**src/rtl/aqp_ebus_arbiter_if.sv**
```systemverilog
// ---------------------------------------------------------------------------
// aqp_ebus_arbiter_if
// Bundles the per-master request/strobe inputs, the grant vector and the
// muxed external-bus outputs of the ebus arbiter.
//   slave  : arbiter side (consumes requests and strobes, drives grants and bus)
//   master : requester side (drives requests and strobes, observes grants and bus)
// Signals:
//   clken              bus-phase enable; new grants only issue while high
//   m_req / m_gnt      per-master request / registered one-hot grant
//   m_a, m_wrdata      packed per-master address / write data
//   m_wrdata_en        per-master write-data drive enable
//   m_rd_n .. m_iorq_n per-master control strobes
//   bus_*              muxed bus outputs and output enables
//   owner, owner_valid current/last owner index and grant-active flag
//   hold_timeout(_clr) sticky hold watchdog flag and its clear
// ---------------------------------------------------------------------------
interface aqp_ebus_arbiter_if #(
    parameter int NUM_MASTERS = 3,
    parameter int ADDR_W      = 16,
    parameter int DATA_W      = 8
);
    localparam int OW = $clog2(NUM_MASTERS);

    logic                          clken;
    logic [NUM_MASTERS-1:0]        m_req;
    logic [NUM_MASTERS-1:0]        m_gnt;
    logic [NUM_MASTERS*ADDR_W-1:0] m_a;
    logic [NUM_MASTERS*DATA_W-1:0] m_wrdata;
    logic [NUM_MASTERS-1:0]        m_wrdata_en;
    logic [NUM_MASTERS-1:0]        m_rd_n;
    logic [NUM_MASTERS-1:0]        m_wr_n;
    logic [NUM_MASTERS-1:0]        m_mreq_n;
    logic [NUM_MASTERS-1:0]        m_iorq_n;
    logic [ADDR_W-1:0]             bus_a;
    logic                          bus_rd_n;
    logic                          bus_wr_n;
    logic                          bus_mreq_n;
    logic                          bus_iorq_n;
    logic                          bus_ctrl_oe;
    logic [DATA_W-1:0]             bus_d_out;
    logic                          bus_d_oe;
    logic [OW-1:0]                 owner;
    logic                          owner_valid;
    logic                          hold_timeout;
    logic                          hold_timeout_clr;

    modport slave (
        input  clken, m_req, m_a, m_wrdata, m_wrdata_en,
               m_rd_n, m_wr_n, m_mreq_n, m_iorq_n, hold_timeout_clr,
        output m_gnt, bus_a, bus_rd_n, bus_wr_n, bus_mreq_n, bus_iorq_n,
               bus_ctrl_oe, bus_d_out, bus_d_oe, owner, owner_valid, hold_timeout
    );

    modport master (
        output clken, m_req, m_a, m_wrdata, m_wrdata_en,
               m_rd_n, m_wr_n, m_mreq_n, m_iorq_n, hold_timeout_clr,
        input  m_gnt, bus_a, bus_rd_n, bus_wr_n, bus_mreq_n, bus_iorq_n,
               bus_ctrl_oe, bus_d_out, bus_d_oe, owner, owner_valid, hold_timeout
    );
endinterface

```
**src/rtl/aqp_ebus_arbiter.sv**
```systemverilog
// ---------------------------------------------------------------------------
// aqp_ebus_arbiter
// N-master arbiter for the Z80-style external bus. Each master raises m_req;
// a winner is chosen on a clken-qualified edge (fixed priority or round
// robin), holds the bus until it drops its request, and the bus is then left
// undriven for TURNAROUND clocks before the next grant can be evaluated.
// A watchdog flags owners that keep the bus for MAX_HOLD clken ticks while
// someone else is waiting; it never revokes the grant.
// Ports:
//   clk      system clock
//   reset_n  synchronous active-low reset
//   ebus     arbiter side of aqp_ebus_arbiter_if (requests in, grants/bus out)
// ---------------------------------------------------------------------------
module aqp_ebus_arbiter #(
    parameter int NUM_MASTERS = 3,
    parameter int ADDR_W      = 16,
    parameter int DATA_W      = 8,
    parameter int ROUND_ROBIN = 0,
    parameter int TURNAROUND  = 2,
    parameter int MAX_HOLD    = 0
) (
    input  logic              clk,
    input  logic              reset_n,
    aqp_ebus_arbiter_if.slave ebus
);
    localparam int OW     = $clog2(NUM_MASTERS);
    localparam int HOLD_W = (MAX_HOLD < 2) ? 1 : $clog2(MAX_HOLD + 1);

    typedef enum logic [1:0] {ST_IDLE, ST_OWNED, ST_TURN} state_t;
    typedef logic [OW-1:0] idx_t;

    localparam logic [NUM_MASTERS-1:0] GNT_LSB   = {{(NUM_MASTERS-1){1'b0}}, 1'b1};
    localparam logic [3:0]             TURN_LOAD = 4'(TURNAROUND);
    localparam logic [HOLD_W-1:0]      HOLD_MAX  = HOLD_W'(MAX_HOLD);
    localparam idx_t                   PTR_RST   = idx_t'(NUM_MASTERS - 1);

    state_t                 r_state;
    logic [NUM_MASTERS-1:0] r_gnt;
    idx_t                   r_owner;
    logic                   r_owner_valid;
    idx_t                   r_rr_ptr;
    logic [3:0]             r_turn_cnt;
    logic [HOLD_W-1:0]      r_hold_cnt;
    logic                   r_hold_timeout;

    state_t                 w_state_nxt;
    logic [NUM_MASTERS-1:0] w_gnt_nxt;
    idx_t                   w_owner_nxt;
    logic                   w_valid_nxt;
    idx_t                   w_ptr_nxt;
    logic [3:0]             w_turn_nxt;
    idx_t                   w_winner;
    logic [NUM_MASTERS-1:0] w_others;
    logic [HOLD_W-1:0]      w_hold_inc;
    logic [HOLD_W-1:0]      w_hold_nxt;
    logic                   w_hold_set;

    // Search starts at index 0 for fixed priority, or just after the last
    // owner for round robin, so the previous owner is tried last.
    function automatic idx_t f_pick(input logic [NUM_MASTERS-1:0] req, input idx_t last);
        idx_t win;
        logic found;
        int   idx;
        win   = '0;
        found = 1'b0;
        for (int k = 0; k < NUM_MASTERS; k++) begin
            if (ROUND_ROBIN != 0) idx = (int'(last) + 1 + k) % NUM_MASTERS;
            else                  idx = k;
            if (!found && req[idx_t'(idx)]) begin
                found = 1'b1;
                win   = idx_t'(idx);
            end
        end
        return win;
    endfunction

    assign w_winner = f_pick(ebus.m_req, r_rr_ptr);

    // NOTE: every output of a combinational block gets a default first so no
    // path leaves it unassigned, which would otherwise infer a latch.
    always_comb begin
        w_state_nxt = r_state;
        w_gnt_nxt   = r_gnt;
        w_owner_nxt = r_owner;
        w_valid_nxt = r_owner_valid;
        w_ptr_nxt   = r_rr_ptr;
        w_turn_nxt  = r_turn_cnt;
        case (r_state)
            ST_IDLE: begin
                if (ebus.clken && (|ebus.m_req)) begin
                    w_state_nxt = ST_OWNED;
                    w_gnt_nxt   = GNT_LSB << w_winner;
                    w_owner_nxt = w_winner;
                    w_valid_nxt = 1'b1;
                    w_ptr_nxt   = w_winner;
                end
            end
            ST_OWNED: begin
                // Release is immediate (no clken wait) and there is no pre-emption.
                if (!ebus.m_req[r_owner]) begin
                    w_state_nxt = ST_TURN;
                    w_gnt_nxt   = '0;
                    w_valid_nxt = 1'b0;
                    w_turn_nxt  = TURN_LOAD;
                end
            end
            ST_TURN: begin
                // TURN lasts exactly TURNAROUND clocks; the counter is 0 in IDLE.
                if (r_turn_cnt <= 4'd1) begin
                    w_state_nxt = ST_IDLE;
                    w_turn_nxt  = '0;
                end else begin
                    w_turn_nxt  = r_turn_cnt - 4'd1;
                end
            end
            default: begin
                w_state_nxt = ST_IDLE;
            end
        endcase
    end

    // Watchdog: counts clken ticks while the owner keeps the bus and some
    // other master waits. It saturates at MAX_HOLD so the flag is raised once
    // per waiting episode and a clear sticks until the next episode.
    assign w_others   = ebus.m_req & ~r_gnt;
    assign w_hold_inc = r_hold_cnt + HOLD_W'(1);

    always_comb begin
        w_hold_nxt = '0;
        w_hold_set = 1'b0;
        if ((MAX_HOLD > 0) && (r_state == ST_OWNED) && ebus.m_req[r_owner] && (|w_others)) begin
            w_hold_nxt = r_hold_cnt;
            if (ebus.clken && (r_hold_cnt != HOLD_MAX)) begin
                w_hold_nxt = w_hold_inc;
                w_hold_set = (w_hold_inc == HOLD_MAX);
            end
        end
    end

    // NOTE: state registers use non-blocking assignments so every register
    // samples the pre-edge values regardless of statement order.
    always_ff @(posedge clk) begin
        if (!reset_n) begin
            r_state        <= ST_IDLE;
            r_gnt          <= '0;
            r_owner        <= '0;
            r_owner_valid  <= 1'b0;
            r_rr_ptr       <= PTR_RST;
            r_turn_cnt     <= '0;
            r_hold_cnt     <= '0;
            r_hold_timeout <= 1'b0;
        end else begin
            r_state       <= w_state_nxt;
            r_gnt         <= w_gnt_nxt;
            r_owner       <= w_owner_nxt;
            r_owner_valid <= w_valid_nxt;
            r_rr_ptr      <= w_ptr_nxt;
            r_turn_cnt    <= w_turn_nxt;
            r_hold_cnt    <= w_hold_nxt;
            // A new timeout takes precedence over a simultaneous clear.
            if (w_hold_set) begin
                r_hold_timeout <= 1'b1;
            end else if (ebus.hold_timeout_clr) begin
                r_hold_timeout <= 1'b0;
            end
        end
    end

    // Bus mux is combinational from the registered owner so master strobes
    // reach the bus with no added latency.
    always_comb begin
        ebus.bus_ctrl_oe = 1'b0;
        ebus.bus_a       = '0;
        ebus.bus_rd_n    = 1'b1;
        ebus.bus_wr_n    = 1'b1;
        ebus.bus_mreq_n  = 1'b1;
        ebus.bus_iorq_n  = 1'b1;
        ebus.bus_d_out   = '0;
        ebus.bus_d_oe    = 1'b0;
        if (r_owner_valid) begin
            ebus.bus_ctrl_oe = 1'b1;
            ebus.bus_a       = ebus.m_a[int'(r_owner)*ADDR_W +: ADDR_W];
            ebus.bus_rd_n    = ebus.m_rd_n[r_owner];
            ebus.bus_wr_n    = ebus.m_wr_n[r_owner];
            ebus.bus_mreq_n  = ebus.m_mreq_n[r_owner];
            ebus.bus_iorq_n  = ebus.m_iorq_n[r_owner];
            ebus.bus_d_out   = ebus.m_wrdata[int'(r_owner)*DATA_W +: DATA_W];
            ebus.bus_d_oe    = ebus.m_wrdata_en[r_owner];
        end
    end

    assign ebus.m_gnt        = r_gnt;
    assign ebus.owner        = r_owner;
    assign ebus.owner_valid  = r_owner_valid;
    assign ebus.hold_timeout = r_hold_timeout;

endmodule

```
**src/flat_wrapper.sv**
```systemverilog
// flat-port wrapper written by rule: the top's interface ports become plain ports
module aqp_ebus_arbiter_flat 
#(
    parameter int NUM_MASTERS = 3,
    parameter int ADDR_W      = 16,
    parameter int DATA_W      = 8,
    parameter int ROUND_ROBIN = 0,
    parameter int TURNAROUND  = 2,
    parameter int MAX_HOLD    = 0
)
  (clk, reset_n, ebus_clken, ebus_m_req, ebus_m_a, ebus_m_wrdata, ebus_m_wrdata_en, ebus_m_rd_n, ebus_m_wr_n, ebus_m_mreq_n, ebus_m_iorq_n, ebus_hold_timeout_clr, ebus_m_gnt, ebus_bus_a, ebus_bus_rd_n, ebus_bus_wr_n, ebus_bus_mreq_n, ebus_bus_iorq_n, ebus_bus_ctrl_oe, ebus_bus_d_out, ebus_bus_d_oe, ebus_owner, ebus_owner_valid, ebus_hold_timeout);
  aqp_ebus_arbiter_if #(.NUM_MASTERS(NUM_MASTERS), .ADDR_W(ADDR_W), .DATA_W(DATA_W)) ebus_i ();
  input  logic clk;
  input  logic reset_n;
  input wire logic [$bits(ebus_i.clken)-1:0] ebus_clken;
  input wire logic [$bits(ebus_i.m_req)-1:0] ebus_m_req;
  input wire logic [$bits(ebus_i.m_a)-1:0] ebus_m_a;
  input wire logic [$bits(ebus_i.m_wrdata)-1:0] ebus_m_wrdata;
  input wire logic [$bits(ebus_i.m_wrdata_en)-1:0] ebus_m_wrdata_en;
  input wire logic [$bits(ebus_i.m_rd_n)-1:0] ebus_m_rd_n;
  input wire logic [$bits(ebus_i.m_wr_n)-1:0] ebus_m_wr_n;
  input wire logic [$bits(ebus_i.m_mreq_n)-1:0] ebus_m_mreq_n;
  input wire logic [$bits(ebus_i.m_iorq_n)-1:0] ebus_m_iorq_n;
  input wire logic [$bits(ebus_i.hold_timeout_clr)-1:0] ebus_hold_timeout_clr;
  output wire logic [$bits(ebus_i.m_gnt)-1:0] ebus_m_gnt;
  output wire logic [$bits(ebus_i.bus_a)-1:0] ebus_bus_a;
  output wire logic [$bits(ebus_i.bus_rd_n)-1:0] ebus_bus_rd_n;
  output wire logic [$bits(ebus_i.bus_wr_n)-1:0] ebus_bus_wr_n;
  output wire logic [$bits(ebus_i.bus_mreq_n)-1:0] ebus_bus_mreq_n;
  output wire logic [$bits(ebus_i.bus_iorq_n)-1:0] ebus_bus_iorq_n;
  output wire logic [$bits(ebus_i.bus_ctrl_oe)-1:0] ebus_bus_ctrl_oe;
  output wire logic [$bits(ebus_i.bus_d_out)-1:0] ebus_bus_d_out;
  output wire logic [$bits(ebus_i.bus_d_oe)-1:0] ebus_bus_d_oe;
  output wire logic [$bits(ebus_i.owner)-1:0] ebus_owner;
  output wire logic [$bits(ebus_i.owner_valid)-1:0] ebus_owner_valid;
  output wire logic [$bits(ebus_i.hold_timeout)-1:0] ebus_hold_timeout;
  assign ebus_i.clken = ebus_clken;
  assign ebus_i.m_req = ebus_m_req;
  assign ebus_i.m_a = ebus_m_a;
  assign ebus_i.m_wrdata = ebus_m_wrdata;
  assign ebus_i.m_wrdata_en = ebus_m_wrdata_en;
  assign ebus_i.m_rd_n = ebus_m_rd_n;
  assign ebus_i.m_wr_n = ebus_m_wr_n;
  assign ebus_i.m_mreq_n = ebus_m_mreq_n;
  assign ebus_i.m_iorq_n = ebus_m_iorq_n;
  assign ebus_i.hold_timeout_clr = ebus_hold_timeout_clr;
  assign ebus_m_gnt = ebus_i.m_gnt;
  assign ebus_bus_a = ebus_i.bus_a;
  assign ebus_bus_rd_n = ebus_i.bus_rd_n;
  assign ebus_bus_wr_n = ebus_i.bus_wr_n;
  assign ebus_bus_mreq_n = ebus_i.bus_mreq_n;
  assign ebus_bus_iorq_n = ebus_i.bus_iorq_n;
  assign ebus_bus_ctrl_oe = ebus_i.bus_ctrl_oe;
  assign ebus_bus_d_out = ebus_i.bus_d_out;
  assign ebus_bus_d_oe = ebus_i.bus_d_oe;
  assign ebus_owner = ebus_i.owner;
  assign ebus_owner_valid = ebus_i.owner_valid;
  assign ebus_hold_timeout = ebus_i.hold_timeout;
  aqp_ebus_arbiter #(.NUM_MASTERS(NUM_MASTERS), .ADDR_W(ADDR_W), .DATA_W(DATA_W), .ROUND_ROBIN(ROUND_ROBIN), .TURNAROUND(TURNAROUND), .MAX_HOLD(MAX_HOLD)) u_core (.clk(clk), .reset_n(reset_n), .ebus(ebus_i));
endmodule
```
**config.mk**
```make
export PLATFORM = sky130hd
export DESIGN_NAME = aqp_ebus_arbiter_flat
export DESIGN_NICKNAME = d
export VERILOG_FILES = /design/src/rtl/aqp_ebus_arbiter_if.sv /design/src/rtl/aqp_ebus_arbiter.sv /design/src/flat_wrapper.sv
export SDC_FILE = /design/constraint.sdc
export NUM_CORES = 1
export LEC_CHECK = 0
export ABC_AREA = 1
export CELL_PAD_IN_SITES_DETAIL_PLACEMENT = 1
export CELL_PAD_IN_SITES_GLOBAL_PLACEMENT = 1
export CORE_ASPECT_RATIO = 1.4
export CORE_MARGIN = 2
export CORE_UTILIZATION = 19
export DETAILED_ROUTE_END_ITERATION = 7
export GPL_TIMING_DRIVEN = 0
export HOLD_SLACK_MARGIN = 0.15
export PLACE_DENSITY = 0.91
export SLEW_MARGIN = 25
export SYNTH_ARGS = -nofsm -noshare
export SYNTH_HDL_FRONTEND = slang
export SYNTH_SLANG_ARGS = --single-unit
```
**constraint.sdc**
```tcl
create_clock -name clk -period 4.85 [get_ports clk]
set_clock_uncertainty 0.1 [all_clocks]
set_input_delay 0.485 -clock clk [delete_from_list [all_inputs] [get_ports clk]]
set_output_delay 0.485 -clock clk [all_outputs]
set_load 0.05 [all_outputs]
```
* Word-level counts from Yosys, hierarchy flattened
Index checks and enable logic that the tools add are counted. W data, S select, Z words.
Word-level totals: word-level logic and storage cells 66, bits of input ports 94, output and inout bits 37, bits in registers 12
Cells by class: muxes and demuxes 37, reductions and logical operators 13, $lt $le $gt $ge 2, add/subtract/negate cells 1, equality and inequality tests 5, shift operators 3
Operators with widths (count):
- $shiftx A48 B7 Y16 | 1
- $shiftx A24 B6 Y8 | 1
- $mux W1 | 17
- $mux W16 | 1
- $bmux W1 S2 | 6
- $mux W2 | 4
- $mux W4 | 2
- $mux W8 | 1
- $pmux W4 S2 | 1
- $mux W3 | 2
- $pmux W2 S3 | 1
- $pmux W3 S2 | 1
- $reduce_and A3 Y1 | 2
- $le A4 B1 Y1 const B | 1
- $ne A2 B1 Y1 const B | 2
- $reduce_and A2 Y1 | 2
- $reduce_bool A2 Y1 | 2
- $sub A4 B1 Y4 const B | 1
- $logic_and A1 B1 Y1 | 3
- $lt A2 B3 Y1 const B | 1
- $reduce_or A3 Y1 | 1
- $shl A1 B2 Y3 const A | 1
- $eq A2 B1 Y1 const B | 1
- $eq A2 B2 Y1 const B | 1
- 4 further kinds | 5

* Depth between registers and ports, before layout
Gate-level depths: netlist (run 1).
depth after elaboration 10, gate-level depth with buffers 10

* Worst setup path after synthesis (run 1)
No wires, ideal clock.
kind register to output, start point register u_core.r_owner[1], in the netlist u_core.ebus.owner[1], end point output ebus_bus_d_out[1], setup slack 2.113 ns, required time 4.265 ns, stages on the path, launching flop included 8, buffers on the path 3, data arrival time 2.152 ns, cells stage by stage dfxtp_1 -> buf_4 -> inv_2 -> nor2_2 -> buf_4 -> buf_4 -> nand2_1 -> a21oi_1
Between the ends: longest elaborated chain between the ends 2
Ends and longest elaborated chain:
- start: declaration | RTL line aqp_ebus_arbiter.sv:39 | idx_t r_owner;
- start signal: assignment | RTL line aqp_ebus_arbiter.sv:155 | r_owner <= w_owner_nxt;
- $shiftx A24 B6 Y8 | RTL line aqp_ebus_arbiter.sv:187 | ebus.bus_d_out = ebus.m_wrdata[int'(r_owner)*DATA_W +: DATA_W];
- $mux W8 | RTL line aqp_ebus_arbiter.sv:180 | if (r_owner_valid) begin
- end: declaration | RTL line flat_wrapper.sv:32 | output wire logic [$bits(ebus_i.bus_d_out)-1:0] ebus_bus_d_out;
Every way passes these cells.

* Final worst setup path (run 1)
start point register u_core.r_owner[1], in the netlist u_core.ebus.owner[1], end point output ebus_bus_d_out[4]
Same word-level chain as after synthesis.

==> results of run 1 <==
[cells in the mapped netlist]
cell type  count  area, um^2
ha_1           6        75.1
o21ai_0       30         150
o211ai_1       4        30.0
inv_1         19        71.3
nand2_2        2        12.5
clkbuf_1       6        22.5
a211oi_1       1        7.51
nand2_1       55         206
a21oi_1       34         170
nor2_1        69         259
buf_2          2        10.0
nand2_4        1        11.3
nand3b_1       2        15.0
buf_1          1        3.75
nor2_2         1        6.26
buf_4          7        52.6
inv_2          2        7.51
o21ai_1        4        20.0
nand3_1        7        35.0
conb_1         1        3.75
dfxtp_1       12         240
nor3_1         1        5.00
[worst max-delay path, stage by stage (launching register included)]
cell and delay [ns]:
dfxtp_1 0.33, buf_4 0.16, inv_2 0.09, nor2_2 0.15
buf_4 0.21, buf_4 0.19, nand2_1 0.07, a21oi_1 0.15
clkdlybuf4s50_1 0.84
[kinds of logic after synthesis]
logic type	Yosys count
other	1
AO/OA/AOI/OAI	73
AND/OR/NAND/NOR	138
adder cells (fa/ha/maj)	6
buffers and inverters	37
flip-flops	12
[final timing paths]
path,startpoint,end,slack (ns),cells past startpoint
worst min-delay path,u_core.ebus.m_gnt[0],u_core.ebus.m_gnt[0],0.37,2
worst max register to register,u_core.r_turn_cnt[0],u_core.r_state[0],3.05,8
worst min register to register,u_core.ebus.m_gnt[0],u_core.ebus.m_gnt[0],0.37,2
worst max-delay path,u_core.ebus.owner[1],ebus_bus_d_out[4],1.84,8
[metrics by stage]
| stage | hold slack [ns] | worst slack, ns |
|---|---|---|
| final | 0.367 | 1.84 |
| after detailed placement | 0.360 | 2.02 |
| after global routing | 0.400 | 1.70 |
| after CTS | 0.378 | 1.80 |
| after global placement | 0.357 | 2.10 |
| after floorplan | 0.376 | 2.11 |
[registers in the layout, indices dropped and copies added (netlist names)]
signal	cells
u_core.r_turn_cnt	4
u_core.ebus.owner_valid	1
u_core.ebus.owner	2
u_core.r_state	2
u_core.ebus.m_gnt	3
[cells in the final DEF, fill, tap and decap left out]
cell / instances
a211oi_1: 1
a21oi_1: 34
buf_1: 1
buf_2: 2
buf_4: 7
clkbuf_1: 6
clkbuf_8: 4
clkdlybuf4s50_1: 128
conb_1: 1
dfxtp_1: 12
ha_1: 6
inv_1: 19
inv_2: 2
nand2_1: 55
nand2_2: 2
nand2_4: 1
nand3_1: 7
nand3b_1: 2
nor2_1: 69
nor2_2: 1
nor3_1: 1
o211ai_1: 4
o21ai_0: 30
o21ai_1: 4
[layout make-up]
class	count	area (um^2)	share of cell area (%)
timing repair buffer	128	1280	44.6
multi-input combinational	218	1010	35.1
sequential	12	240	8.36
tap	97	121	4.22
buffer	16	88.8	3.09
inverter	21	78.8	2.74
clock buffer	4	55.1	1.92
[where the power goes]
group          leakage [uW]  internal (uW)  switching (uW)
registers         0.0000985            128            29.2
logic               0.00102            337             592
clock network     0.0000288           72.0            42.0
total               0.00115            537             663
[layer usage]
layer | global-route usage, % | wire length, um
met2 | 33.6 | 3770
met1 | 16.2 | 2710
met5 | 0 | 0
met3 | 1.70 | 274
met4 | 5.06 | 139
==> flow_summary_export.csv, run 1 <==
group,metric,value,unit
routing,post_drt_wl_per_cell,13.9,um
routing,drc_errors,0,
routing,num_vias,2228,
finish,nets,500,
yosys,yosysWarnings,0,
yosys,yosys.area_share.simple,38.9,%
placed_design,gp_congestion,0.822,
routing,first_iter_violations,64,
finish,area_growth,103,%
yosys,synth_seq_area_share,17.0,%
worst_setup_path,crit_arrival,2.43,ns
clock_tree,htreeDepth,1,
routing,firstDrtPassIters,4,
yosys,synth_nets,367,
placed_design,io_buffers,128,
yosys,avgSynthCellArea,5.30,um^2
finish,fill_cells,964,
worst_setup_path,crit_type,"flop to output pin",
yosys,synthesis.area,1420,um^2
placed_design,post-place-cells,492,
placed_design,dp_hpwl,5.88,mm
finish,drive_gt1_share,4.76,%
die,die_y,106,um
worst_setup_path,cp_max_fo,10,
worst_setup_path,required,4.26,ns
timing,period_share,62.2,%
timing,rsz0062_at_grt,"no",
global_routing,grt_max_degree,11,
worst_hold_path,min_path_type,"flop to flop",
clock_tree,tritoncts,"yes",
global_routing,grt_pass1_vias,2373,
yosys,synthXorXnorAreaFrac,0,%
yosys,synth_fa_ha_area_share,5.31,%
pwr,power.density,418,nW/um^2
timing,slew_headroom,64.0,%
timing,hold_violations,0,
clock_tree,postCtsSetupBuffers,0,
outcome,status,"completed",
timing,setup-tns-final,0,ns
timing,setup_viol,0,
finish,fin_util,39.5,%
yosys,synth_top_family_by_area,"simple AND/OR/NAND/NOR gates",
timing,tightest_slew,0.538,ns
die,die_w,76.9,um
routing,drtAntennaViolNets,0,
global_routing,grt_use_total,16.2,%
clock_tree,clkSinkCount,12,
timing,drv_slew,0,
pwr,p_leak,0.00115,uW
global_routing,grt_antenna_before_repair,0,
clock_tree,cts_hold_buf,0,
die,core_area,7270,um^2
job,max_cap_violations,0,
die,start_util,19.5,%
finish,stdcell_count,496,
clock_tree,cts_buffer_depth,2,
global_routing,grt_overflow_total,0,
timing,period_minus_slack,3.01,ns
global_routing,grt_pass1_wl,10.8,mm
die,die-area,8160,um^2
pwr,peakVddDrop,0.000274,V
timing,fmax,332,MHz
placed_design,dpl-instance-area,2820,um^2
clock_tree,cts_buffers,3,
finish,antennaDiodeCount,0,
yosys,synth_mux_area_share,0,%
clock_tree,path_clk_slew,0.06,ns
yosys,syn_inst,267,
clock_tree,root_buffer,"clkbuf_8",
finish,fin_area,2870,um^2
die,io_pins,131,
clock_tree,clk-insertion-delay-late,0.25,ns
die,rows,37,
worst_setup_path,worstSetupEndpointType,"output pin",
worst_setup_path,start_kind,"flop",
routing,vias_per_cell,4.49,
pwr,finalPower,1200,uW
yosys,synth_cell_types,22,
yosys,synth_compound_area_share,26.7,%
clock_tree,cts-resized-gates,0,
routing,totalWireLength,6.89,mm
yosys,ys_ff_latch,12,
No activity file was read; power rests on OpenSTA's default activity.
==> run 2: changes to the inputs <==
--- a/config.mk
+++ b/config.mk
@@ -10,11 +10,11 @@
 export CELL_PAD_IN_SITES_GLOBAL_PLACEMENT = 1
 export CORE_ASPECT_RATIO = 1.4
 export CORE_MARGIN = 2
-export CORE_UTILIZATION = 19
+export CORE_UTILIZATION = 18
 export DETAILED_ROUTE_END_ITERATION = 7
 export GPL_TIMING_DRIVEN = 0
 export HOLD_SLACK_MARGIN = 0.15
-export PLACE_DENSITY = 0.91
+export PLACE_DENSITY = 0.87
 export SLEW_MARGIN = 25
 export SYNTH_ARGS = -nofsm -noshare
 export SYNTH_HDL_FRONTEND = slang
==> constraint.sdc (replaced) <==
create_clock -name clk -period 3.1 [get_ports clk]
set_clock_uncertainty 0.1 [all_clocks]
set_input_delay 0.31 -clock clk [delete_from_list [all_inputs] [get_ports clk]]
set_output_delay 0.31 -clock clk [all_outputs]
set_load 0.05 [all_outputs]
==> flow_summary_export.csv, run 2 (synthesized netlist as in run 1, its figures left out) <==
group,metric,value,unit
timing,setup-tns-final,0,ns
routing,post_drt_wl_per_cell,14.4,um
worst_setup_path,timing.rr.end,"u_core.r_state[1]",
routing,vias_per_cell,4.46,
worst_setup_path,reg2reg_slack,1.31,ns
routing,drtAntennaViolNets,0,
clock_tree,root_buffer,"clkbuf_8",
worst_hold_path,min_path_type,"flop to flop",
die,die_y,109,um
job,max_cap_violations,0,
routing,firstDrtPassIters,4,
timing,drv_slew,0,
timing,slew_headroom,63.3,%
global_routing,grt_max_degree,11,
global_routing,grt_use_total,15.6,%
global_routing,grt_overflow_total,0,
worst_setup_path,required,2.69,ns
die,die_w,78.9,um
finish,fill_cells,1016,
worst_setup_path,worst_r2r_path_depth,8,
finish,mostFrequentLayoutCell,"clkdlybuf4s50_1",
die,start_util,18.4,%
clock_tree,cts_buffer_depth,2,
routing,drc_errors,0,
clock_tree,path_clk_slew,0.05,ns
clock_tree,clkSinkCount,12,
finish,final_cell_mix,"128 x clkdlybuf4s50_1, 69 x nor2_1, 55 x nand2_1",
pwr,power.density,649,nW/um^2
worst_setup_path,start_kind,"flop",
finish,antennaDiodeCount,0,
placed_design,io_buffers,128,
timing,period_share,92.2,%
timing,rsz0062_at_grt,"no",
timing,period_minus_slack,2.86,ns
clock_tree,postCtsSetupBuffers,0,
pwr,p_leak,0.00114,uW
die,core_area,7700,um^2
global_routing,grt_antenna_before_repair,0,
finish,drive_gt1_share,4.52,%
pwr,finalPower,1860,uW
die,io_pins,131,
timing,tightest_slew,0.551,ns
finish,largest_register_ff_count,4,
die,rows,38,
clock_tree,tritoncts,"yes",
clock_tree,cts_hold_buf,0,
placed_design,dp_hpwl,5.92,mm
clock_tree,cts_buffers,3,
placed_design,gp_congestion,0.772,
placed_design,post-place-cells,495,
clock_tree,clk-insertion-delay-late,0.24,ns
worst_hold_path,min_to,"u_core.ebus.m_gnt[0]",
finish,ff_latch_area,240,um^2
routing,num_vias,2222,
routing,totalWireLength,7.16,mm
worst_setup_path,rr_startpoint,"u_core.r_turn_cnt[0]",
pwr,peakVddDrop,0.000305,V
timing,hold_violations,0,
global_routing,grt_pass1_vias,2284,
finish,multi_input_area,1010,um^2
worst_setup_path,crit_type,"flop to output pin",
finish,fin_util,37.2,%
worst_hold_path,min_from,"u_core.ebus.m_gnt[0]",
clock_tree,cts-resized-gates,0,
die,die-area,8600,um^2
routing,first_iter_violations,59,
clock_tree,htreeDepth,1,
finish,nets,500,
worst_setup_path,worstSetupEndpointType,"output pin",
worst_setup_path,cp_max_fo,10,
outcome,status,"completed",
worst_hold_path,min_path_cells,2,
timing,setup_viol,0,
finish,top_register,"u_core.r_turn_cnt",
timing,whs,0.380,ns
global_routing,grt_pass1_wl,10.9,mm
worst_setup_path,crit_arrival,2.45,ns
finish,stdcell_count,498,
timing,fmax,350,MHz
finish,area_growth,102,%
## run 2: cell types whose count changed in the layout (fill, tap and decap cells not counted)
cell      delta
clkbuf_8     -1
## run 2: how the worst max path moves through the flow
| stage | end | depth (start not counted) | startpoint | slack, ns |
|---|---|---|---|---|
| 2_1_floorplan | ebus_bus_d_out[1] | 7 | u_core.ebus.owner[1] | 0.54 |
| 3_3_place_gp | ebus_bus_d_out[3] | 8 | u_core.ebus.owner[1] | 0.48 |
| 5_1_grt | ebus_bus_d_out[3] | 8 | u_core.ebus.owner[1] | 0.09 |
| 6_report | ebus_bus_d_out[3] | 8 | u_core.ebus.owner[1] | 0.24 |
| 3_5_place_dp | ebus_bus_d_out[3] | 8 | u_core.ebus.owner[1] | 0.46 |
| 4_1_cts | ebus_bus_d_out[3] | 8 | u_core.ebus.owner[1] | 0.19 |
## run 2: cell type report
| class | instances | area share, % |
|---|---|---|
| flip-flops and latches | 12 | 8.39 |
| repair buffers | 128 | 44.8 |
| multi-input cells | 218 | 35.2 |
| clock buffers | 3 | 1.44 |
| well taps | 100 | 4.37 |
| plain buffers | 16 | 3.10 |
| inverters | 21 | 2.75 |
## run 2: where the power goes
| group | internal (uW) | switching [uW] |
|---|---|---|
| Combinational | 529 | 938 |
| Clock | 85.7 | 57.5 |
| Sequential | 200 | 48.8 |
## run 2: metrics by stage
stage	area (um^2)	setup slack [ns]
finish	2860	0.241
global route	2860	0.0902
CTS	2860	0.193
detailed placement	2820	0.463
global placement	2820	0.484
floorplan	1420	0.538
## run 2: metal layers
metal / vias to the layer above / GRT usage (%) / share of wire, %
met5: - / 0 / 0
met4: 0 / 3.57 / 1.5
met3: 8 / 2.48 / 6.3
met2: 81 / 31.0 / 52
met1: 1015 / 17.2 / 40
li1: 1118 / - / -
## run 2: worst max-delay path, cell delays in order, from the launching register on
cell             delay (ns)
dfxtp_1                0.34
buf_4                  0.18
inv_2                  0.09
nor2_2                 0.12
buf_4                  0.19
buf_4                  0.19
nand2_1                0.07
a21oi_1                0.17
clkdlybuf4s50_1        0.83
